--- src/rtl/alu_1_if.sv ---
// alu_1_if -- operand/command bus and registered result bus of the alu_1 ALU.
//   Parameter INPUT : operand width in bits; res is 2*INPUT bits wide.
//   Request side (driven by master): ce, mode, cmd[3:0], valid[1:0],
//     opa/opb[INPUT-1:0], cin.
//   Result side (driven by slave): res[2*INPUT-1:0], cout, oflow, err, g, l, e.
interface alu_1_if #(
  parameter int INPUT = 8
);
  logic                 ce;
  logic                 mode;
  logic [3:0]           cmd;
  logic [1:0]           valid;
  logic [INPUT-1:0]     opa;
  logic [INPUT-1:0]     opb;
  logic                 cin;
  logic [2*INPUT-1:0]   res;
  logic                 cout;
  logic                 oflow;
  logic                 err;
  logic                 g;
  logic                 l;
  logic                 e;

  modport master (
    output ce, mode, cmd, valid, opa, opb, cin,
    input  res, cout, oflow, err, g, l, e
  );

  modport slave (
    input  ce, mode, cmd, valid, opa, opb, cin,
    output res, cout, oflow, err, g, l, e
  );
endinterface

--- src/rtl/alu_1.sv ---
// alu_1 -- single-cycle registered ALU with arithmetic and logical command sets.
//   clk : rising-edge clock
//   rst : asynchronous, active-high reset; clears every output
//   bus : alu_1_if.slave; ce=1 registers a new result, ce=0 holds outputs.
//         mode=1 selects arithmetic commands, mode=0 logical commands.
//         valid[0]/valid[1] qualify opa/opb; a missing operand or an undefined
//         command yields res=0, err=1 and all other flags 0.
module alu_1 #(
  parameter int INPUT = 8
) (
  input  logic   clk,
  input  logic   rst,
  alu_1_if.slave bus
);
  localparam int W   = INPUT;
  localparam int RW  = 2 * INPUT;
  localparam int SHW = $clog2(INPUT);

  typedef enum logic [3:0] {
    A_ADD, A_SUB, A_ADD_CIN, A_SUB_CIN, A_INC_A, A_DEC_A, A_INC_B, A_DEC_B,
    A_CMP, A_MUL_INC, A_MUL_SHL, A_SADD, A_SSUB
  } arith_cmd_e;

  typedef enum logic [3:0] {
    L_AND, L_NAND, L_OR, L_NOR, L_XOR, L_XNOR, L_NOT_A, L_NOT_B,
    L_SHR_A, L_SHL_A, L_SHR_B, L_SHL_B, L_ROL, L_ROR
  } logic_cmd_e;

  typedef struct packed {
    logic [RW-1:0] res;
    logic          cout;
    logic          oflow;
    logic          err;
    logic          g;
    logic          l;
    logic          e;
  } result_t;

  result_t         nxt, cur;
  logic [W-1:0]    a, b, lres;
  logic [W+1:0]    za, zb, zc, zone;   // one spare bit so bit W+1 is the borrow
  logic [RW-1:0]   ra, rb, rone;
  logic [W+1:0]    sum;
  logic signed [W:0] ssum;
  logic [RW-1:0]   dbl;
  logic [SHW-1:0]  amt;
  logic [1:0]      need;
  logic            undef_cmd;

  assign a    = bus.opa;
  assign b    = bus.opb;
  assign za   = {2'b00, a};
  assign zb   = {2'b00, b};
  assign zc   = {{(W+1){1'b0}}, bus.cin};
  assign zone = {{(W+1){1'b0}}, 1'b1};
  assign ra   = {{W{1'b0}}, a};
  assign rb   = {{W{1'b0}}, b};
  assign rone = {{(RW-1){1'b0}}, 1'b1};
  assign amt  = b[SHW-1:0];

  always_comb begin
    // NOTE: every variable written here gets a default first, so no path can infer a latch.
    nxt       = '0;
    lres      = '0;
    sum       = '0;
    ssum      = '0;
    dbl       = '0;
    need      = 2'b11;
    undef_cmd = 1'b0;

    if (bus.mode) begin
      case (bus.cmd)
        A_ADD:     begin sum = za + zb;       nxt.res = RW'(sum[W:0]); nxt.cout  = sum[W];   end
        A_SUB:     begin sum = za - zb;       nxt.res = RW'(sum[W:0]); nxt.oflow = sum[W+1]; end
        A_ADD_CIN: begin sum = za + zb + zc;  nxt.res = RW'(sum[W:0]); nxt.cout  = sum[W];   end
        A_SUB_CIN: begin sum = za - zb - zc;  nxt.res = RW'(sum[W:0]); nxt.oflow = sum[W+1]; end
        A_INC_A: begin
          need = 2'b01; sum = za + zone; nxt.res = RW'(sum[W:0]); nxt.cout = sum[W];
        end
        A_DEC_A: begin
          need = 2'b01; sum = za - zone; nxt.res = RW'(sum[W:0]); nxt.oflow = sum[W+1];
        end
        A_INC_B: begin
          need = 2'b10; sum = zb + zone; nxt.res = RW'(sum[W:0]); nxt.cout = sum[W];
        end
        A_DEC_B: begin
          need = 2'b10; sum = zb - zone; nxt.res = RW'(sum[W:0]); nxt.oflow = sum[W+1];
        end
        A_CMP: begin
          nxt.g = (a > b);
          nxt.l = (a < b);
          nxt.e = (a == b);
        end
        A_MUL_INC: nxt.res = (ra + rone) * (rb + rone);
        // A<<1 keeps its carried-out bit; the product is then truncated to RW bits.
        A_MUL_SHL: nxt.res = {{(W-1){1'b0}}, a, 1'b0} * rb;
        A_SADD, A_SSUB: begin
          if (bus.cmd == A_SADD) ssum = $signed({a[W-1], a}) + $signed({b[W-1], b});
          else                   ssum = $signed({a[W-1], a}) - $signed({b[W-1], b});
          nxt.res   = {{(RW-W-1){ssum[W]}}, ssum};
          // W-bit overflow: the W+1-bit result does not fit back into W bits.
          nxt.oflow = ssum[W] ^ ssum[W-1];
          nxt.g     = ($signed(a) >  $signed(b));
          nxt.l     = ($signed(a) <  $signed(b));
          nxt.e     = (a == b);
        end
        default: undef_cmd = 1'b1;
      endcase
    end else begin
      case (bus.cmd)
        L_AND:   lres = a & b;
        L_NAND:  lres = ~(a & b);
        L_OR:    lres = a | b;
        L_NOR:   lres = ~(a | b);
        L_XOR:   lres = a ^ b;
        L_XNOR:  lres = ~(a ^ b);
        L_NOT_A: begin need = 2'b01; lres = ~a;      end
        L_NOT_B: begin need = 2'b10; lres = ~b;      end
        L_SHR_A: begin need = 2'b01; lres = a >> 1;  end
        L_SHL_A: begin need = 2'b01; lres = a << 1;  end
        L_SHR_B: begin need = 2'b10; lres = b >> 1;  end
        L_SHL_B: begin need = 2'b10; lres = b << 1;  end
        // Rotates shift a doubled copy of A and keep the window that wraps around.
        L_ROL: begin
          dbl = {a, a} << amt; lres = dbl[RW-1:W]; nxt.err = |(b >> SHW);
        end
        L_ROR: begin
          dbl = {a, a} >> amt; lres = dbl[W-1:0];  nxt.err = |(b >> SHW);
        end
        default: undef_cmd = 1'b1;
      endcase
      nxt.res = {{W{1'b0}}, lres};
    end

    if (undef_cmd || ((bus.valid & need) != need)) begin
      nxt     = '0;
      nxt.err = 1'b1;
    end
  end

  always_ff @(posedge clk or posedge rst) begin
    // NOTE: sequential state uses non-blocking assignments so every register samples pre-edge values.
    if (rst)         cur <= '0;
    else if (bus.ce) cur <= nxt;
  end

  assign bus.res   = cur.res;
  assign bus.cout  = cur.cout;
  assign bus.oflow = cur.oflow;
  assign bus.err   = cur.err;
  assign bus.g     = cur.g;
  assign bus.l     = cur.l;
  assign bus.e     = cur.e;
endmodule

--- src/flat_wrapper.sv ---
// flat-port wrapper written by rule: the top's interface ports become plain ports
module alu_1_flat 
#(
  parameter int INPUT = 8
)
  (clk, rst, bus_ce, bus_mode, bus_cmd, bus_valid, bus_opa, bus_opb, bus_cin, bus_res, bus_cout, bus_oflow, bus_err, bus_g, bus_l, bus_e);
  alu_1_if #(.INPUT(INPUT)) bus_i ();
  input  logic clk;
  input  logic rst;
  input wire logic [$bits(bus_i.ce)-1:0] bus_ce;
  input wire logic [$bits(bus_i.mode)-1:0] bus_mode;
  input wire logic [$bits(bus_i.cmd)-1:0] bus_cmd;
  input wire logic [$bits(bus_i.valid)-1:0] bus_valid;
  input wire logic [$bits(bus_i.opa)-1:0] bus_opa;
  input wire logic [$bits(bus_i.opb)-1:0] bus_opb;
  input wire logic [$bits(bus_i.cin)-1:0] bus_cin;
  output wire logic [$bits(bus_i.res)-1:0] bus_res;
  output wire logic [$bits(bus_i.cout)-1:0] bus_cout;
  output wire logic [$bits(bus_i.oflow)-1:0] bus_oflow;
  output wire logic [$bits(bus_i.err)-1:0] bus_err;
  output wire logic [$bits(bus_i.g)-1:0] bus_g;
  output wire logic [$bits(bus_i.l)-1:0] bus_l;
  output wire logic [$bits(bus_i.e)-1:0] bus_e;
  assign bus_i.ce = bus_ce;
  assign bus_i.mode = bus_mode;
  assign bus_i.cmd = bus_cmd;
  assign bus_i.valid = bus_valid;
  assign bus_i.opa = bus_opa;
  assign bus_i.opb = bus_opb;
  assign bus_i.cin = bus_cin;
  assign bus_res = bus_i.res;
  assign bus_cout = bus_i.cout;
  assign bus_oflow = bus_i.oflow;
  assign bus_err = bus_i.err;
  assign bus_g = bus_i.g;
  assign bus_l = bus_i.l;
  assign bus_e = bus_i.e;
  alu_1 #(.INPUT(INPUT)) u_core (.clk(clk), .rst(rst), .bus(bus_i));
endmodule
--- config.mk ---
export PLATFORM = sky130hd
export DESIGN_NAME = alu_1_flat
export DESIGN_NICKNAME = d
export VERILOG_FILES = /design/src/rtl/alu_1_if.sv /design/src/rtl/alu_1.sv /design/src/flat_wrapper.sv
export SDC_FILE = /design/constraint.sdc
export NUM_CORES = 1
export LEC_CHECK = 0
export BUFFER_PORTS_ARGS = -buffer_cell sky130_fd_sc_hd__buf_2
export CORE_ASPECT_RATIO = 1.2
export CORE_MARGIN = 3
export CORE_UTILIZATION = 50
export DETAILED_ROUTE_END_ITERATION = 10
export HOLD_SLACK_MARGIN = 0.1
export PLACE_DENSITY = 0.67
export SETUP_SLACK_MARGIN = 0.02
export SLEW_MARGIN = 10
export SYNTH_ARGS = -nofsm -noshare
export SYNTH_HDL_FRONTEND = slang
export SYNTH_SLANG_ARGS = --single-unit
--- constraint.sdc ---
create_clock -name clk -period 3.26 [get_ports clk]
set_clock_uncertainty 0.05 [all_clocks]
set_input_delay 0.652 -clock clk [delete_from_list [all_inputs] [get_ports clk]]
set_output_delay 0.652 -clock clk [all_outputs]
set_load 0.005 [all_outputs]
==> results of run 1 <==
-- cell families (layout without fill, tap and decap cells) --
| logic type | Yosys count | after routing | share of synthesized area |
|---|---|---|---|
| fa+ha+maj | 184 | 184 | 0.319 |
| compound gates | 263 | 263 | 0.203 |
| mux | 23 | 23 | 0.0282 |
| buf+inv | 228 | 516 | 0.103 |
| xor+xnor | 87 | 87 | 0.0833 |
| flops | 22 | 22 | 0.0596 |
| simple gates | 403 | 403 | 0.204 |
-- worst paths after layout --
check,cells after the start,slack (ns),to
max reg2reg,4,1.84,u_core.bus.res[8]
max in group asynchronous,2,2.14,u_core.bus.res[3]
max,23,-1.98,u_core.bus.res[14]
min,1,0.43,u_core.bus.l
min in group asynchronous,2,0.50,u_core.bus.res[0]
min reg2reg,1,0.43,u_core.bus.l
-- cell usage after synthesis, types with 14 or more instances --
cell        n
dfrtp_1    22
nand2b_1   19
o21ai_0    45
nor2_1    150
buf_2      20
mux2i_1    17
xor2_1     19
o22ai_1    19
xnor2_1    67
ha_1       98
nand2_1   102
fa_1       86
clkbuf_1   18
a221oi_1   14
nor3_1     28
a21oi_1    55
nand3_1    24
a211oi_1   18
inv_1     157
-- through the flow --
| stage | setup TNS, ns | total power, mW | instances | area, sq um |
|---|---|---|---|---|
| 2_1_floorplan | -22.41 | 3.04 | 1210 | 9580 |
| 3_3_place_gp | -29.41 | 4.60 | 1676 | 11700 |
| 3_5_place_dp | -30.72 | 4.70 | 1676 | 11700 |
| 4_1_cts | -21.67 | 5.59 | 1702 | 12700 |
| 5_1_grt | -23.84 | 6.30 | 1718 | 13000 |
| 6_report | -21.51 | 5.84 | 1718 | 13000 |
-- final cells by class --
class	count	area [sq um]
Clock buffer	4	88.8
Fill cell	1353	4810
Inverter	167	656
Multi-Input combinational cell	960	8700
Sequential cell	22	551
Tap cell	220	275
Timing Repair Buffer	345	2760
-- report_power, final --
group	leakage, nW	internal [mW]	total, mW	switching [mW]
Sequential	0.299	0.289	0.299	0.00949
Clock	0.0442	0.187	0.284	0.0972
Combinational	5.89	2.49	5.26	2.77
-- what timing repair did --
action | CTS | global route
setup buffers | 22 | 18
endpoints found under the hold margin | 0 | 0
cloned | 1 | 0
resized for setup | 156 | 48
setup endpoints to repair | 15 | 16
pin swaps | 77 | 54
-- sequential cells by signal, indices dropped and copies added (netlist names) --
| name | cells |
|---|---|
| u_core.bus.g | 1 |
| u_core.bus.res | 16 |
| u_core.bus.err | 1 |
| u_core.bus.cout | 1 |
| u_core.bus.oflow | 1 |
| u_core.bus.e | 1 |
| u_core.bus.l | 1 |
-- routing by layer --
layer,GRT usage,vias up,share of wire
met3,0.0498,216,0.073
li1,-,4708,-
met4,0.245,0,0.096
met2,0.585,613,0.47
met1,0.426,5012,0.36
met5,0,-,0
-- critical path: stages --
cell	delay (ns)
buf_8	0.10
ha_4	0.17
nand2_2	0.07
nor2_4	0.22
xnor2_4	0.11
inv_2	0.09
nand2_1	0.08
fa_1	0.54
inv_1	0.06
fa_1	0.49
fa_1	0.50
inv_1	0.05
fa_1	0.49
inv_2	0.04
ha_4	0.22
and3_4	0.17
a2111oi_4	0.30
o21bai_1	0.15
a21oi_2	0.18
o21ai_1	0.11
xor2_1	0.15
a221oi_1	0.26
o2bb2ai_1	0.09
-- layout by cell type (no fill, tap or decap), types with 9 or more instances in the layout --
cell	n
ha_4	15
nand2_2	10
buf_2	37
o22ai_1	18
xor2_1	16
fa_1	79
mux2i_1	17
inv_2	13
buf_4	260
nor2_2	10
dfrtp_1	22
a211oi_1	15
xnor2_1	48
nand2_1	91
ha_1	80
a21o_1	10
buf_6	35
nor2_1	139
nor3_1	18
inv_1	145
nand2b_1	15
o21ai_0	37
xnor2_2	13
nand3_1	16
a21oi_1	49
nor2b_1	13
nor4_1	9
a22oi_1	9
==> metrics.cfg, run 1 <==
[outcome]
outcome=finished, violations left
violations=setup timing

[setup_path]
critPathRequiredTime_ns=3.35
setup.worst_path.start=bus_opa[1]
r2r_start=u_core.bus.res[8]
end_kind=register
cp-start-kind=input pin
cp.arrival_ns=5.33
worstPathMaxFanout=4
path_class=in -> reg

[cts]
numCtsBuffers=3
cts_tree=built
cts-htree-levels=1
clk_pin_slew_ns=0.06
clock_path_buffers=2
hold_buffers=0
cts.sinks=22
root_buffer=clkbuf_16
clk_latency_ns=0.25

[grt]
track_usage=0.356
grt_pass1_vias=10652
grt_max_degree=33
antenna_found_initial=0
grt_overflow_total=0
grt_pass1_wl_microns=56300

[place]
hpwl_microns=28700
gp_congestion=0.993
io_buffers=48
place_ws_ns=-2.47

[yosys]
synth_ff_type=dfrtp_1
ys_seq_area_frac=0.0596
async_flop_share=1.00
avgSynthCellArea_sq_um=7.64
yosysTopAreaCellShare=0.186
synthTopCellsByArea=fa_1, ha_1, inv_1, xnor2_1, nor2_1
synth_edf_count=0
synth-seq-cells=22
syn_area_sq_um=9240
syn_nets=1421
ys_types=82
syn_inst=1210
yosys_warnings=0
post-synth-top-area-cell=fa_1

[sta]
setup_violations=14
finalCritPeriodShare=1.61
hold_viol_final=0
tightest_slew_ns=1.10
setup_ws_ns=-1.98
hold_ws_ns=0.431
maxSlewHeadroom=0.260
rsz0062_at_grt=true
fmax_ghz=0.191
min_period_ns=5.24
final-max-slew-violation-count=0

[drt]
firstDrtPassIters=6
vias_per_cell=6.14
routedWlPerCell_microns=21.3
wirelength_microns=36700
via_count=10549
drtAntennaViolNets=0
drc=0
drt_iter0_markers=1248

[cells_and_area]
nets=1710
insertedDiodeCount=0
post-route-util=0.731
area_growth_syn_to_layout_pct=41.0
drive_gt1_frac=0.358

[flow_run]
maxCapViolCount=0

[floorplanning]
ioPinCount=49
core_area_sq_um=17800
dieArea_sq_um=20200
rows=53
initial_core_util=0.518
die_w_microns=130
die_h_microns=155

[hold_path]
min_from=u_core.bus.l
holdCritPathClass=reg -> reg

[power]
vdd_drop_max_uv=491
p_leak_nw=6.23
power_density_nw_per_um2=448

No activity file was read; power rests on OpenSTA's default activity.
==> inputs of run 2 (changes only) <==
- PLACE_DENSITY: 0.67 -> 0.72
==> metrics.cfg, run 2 (synthesis results as in run 1) <==
[grt]
grt_pass1_vias=10678
track_usage=0.358
antenna_found_initial=0
grt_overflow_total=0
grt_pass1_wl_microns=56500
grt_max_degree=23

[drt]
firstDrtPassIters=9
drc=0
drt_iter0_markers=996
vias_per_cell=6.18
routedWlPerCell_microns=21.6
via_count=10589
wirelength_microns=37000
drtAntennaViolNets=0

[cts]
clock_path_buffers=2
clk_latency_ns=0.25
cts_tree=built
cts-htree-levels=1
numCtsBuffers=3
root_buffer=clkbuf_16
clk_pin_slew_ns=0.06
cts.sinks=22

[flow_run]
maxCapViolCount=0

[outcome]
violations=setup timing
outcome=finished, violations left

[cells_and_area]
fill_cells=1322
insertedDiodeCount=0
stdcell_count=1713
largest_register_ffs=16
mostFrequentLayoutCell=buf_4
layout_common_cells=buf_4, nor2_1, inv_1
seq_area_sq_um=551
multi_input_area_sq_um=8830
nets=1705
post-route-util=0.734
drive_gt1_frac=0.365
area_growth_syn_to_layout_pct=41.6

[floorplanning]
rows=53
core_area_sq_um=17800
die_w_microns=130
dieArea_sq_um=20200
die_h_microns=155
ioPinCount=49
initial_core_util=0.518

[setup_path]
rrSetupSlack_ns=1.82
cp.arrival_ns=5.42
worstPathMaxFanout=6
path_class=in -> reg
end_kind=register
critPathRequiredTime_ns=3.34
cp-start-kind=input pin

[sta]
setup_violations=15
maxSlewHeadroom=0.245
final-max-slew-violation-count=0
setup_ws_ns=-2.08
hold_viol_final=0
finalCritPeriodShare=1.64
tightest_slew_ns=1.13
fmax_ghz=0.187
rsz0062_at_grt=true
min_period_ns=5.34

[place]
dp.cells=1683
io_buffers=48
gp_congestion=1.04
hpwl_microns=29000

[hold_path]
holdCritPathClass=reg -> reg

[power]
vdd_drop_max_uv=685
power_density_nw_per_um2=491
p_leak_nw=6.21

## run 2: changes by cell type in the layout (fill, tap and decap cells not counted), sizes merged
cell,before,now
clkbuf,5,4
buf,343,339
clkinv,5,6
clkinvlp,1,0
## run 2: where the power goes
group	leakage (nW)	total, mW	internal (mW)	switching, mW
registers	0.299	0.299	0.289	0.00968
clock network	0.0442	0.280	0.187	0.0933
logic	5.86	5.85	2.79	3.06
total	6.21	6.43	3.27	3.16
## run 2: area by class of cell
class / count / share of cell area
clock buffers: 4 / 0.00679
inverters: 167 / 0.0496
multi-input cells: 960 / 0.675
flip-flops and latches: 22 / 0.0421
well taps: 220 / 0.0210
repair buffers: 340 / 0.206
## run 2: what timing repair did
item	CTS	global route
pin swaps	82	54
gates resized for setup	146	69
setup buffers	17	11
setup endpoints to repair	15	16
cloned	1	0
hold buffers	0	0
## run 2: metrics by stage
step | power (mW) | hold slack [ns] | instance area [sq um] | setup TNS [ns] | setup slack [ns]
global placement | 4.69 | 0.416 | 11800 | -29.70 | -2.42
finish | 6.43 | 0.432 | 13100 | -22.76 | -2.08
floorplan | 3.04 | 0.426 | 9580 | -22.41 | -2.15
global route | 6.86 | 0.455 | 13100 | -24.82 | -2.26
detailed placement | 4.78 | 0.420 | 11800 | -31.49 | -2.57
CTS | 5.96 | 0.437 | 12700 | -21.97 | -1.98
## run 2: path summary, 6_finish.rpt
kind / from / to / depth (start not counted)
max in group asynchronous: rst / u_core.bus.res[9] / 2
hold / removal: u_core.bus.l / u_core.bus.l / 1
setup / recovery: bus_opb[1] / u_core.bus.res[14] / 22
hold reg to reg: u_core.bus.l / u_core.bus.l / 1
min in group asynchronous: rst / u_core.bus.g / 2
setup reg to reg: u_core.bus.res[8] / u_core.bus.res[8] / 5
## run 2: layer usage
metal	wire, microns	vias to the layer above	global-route usage	share of wire
li1	-	4708	-	-
met1	12900	5057	0.416	0.35
met5	0	-	0	0
met4	3500	0	0.251	0.095
met3	2830	211	0.0587	0.077
met2	17700	613	0.595	0.48
## run 2: critical path, stage by stage
cell	delay (ns)
buf_12	0.11
ha_4	0.17
buf_6	0.11
buf_6	0.11
xor2_4	0.29
nand2_2	0.10
fa_1	0.54
inv_1	0.05
fa_1	0.46
fa_1	0.53
inv_2	0.04
fa_1	0.50
inv_2	0.05
ha_4	0.23
and3_4	0.18
a2111oi_4	0.33
o21bai_1	0.13
a21oi_2	0.17
o21ai_1	0.08
xor2_1	0.18
a221oi_2	0.29
o2bb2ai_1	0.08
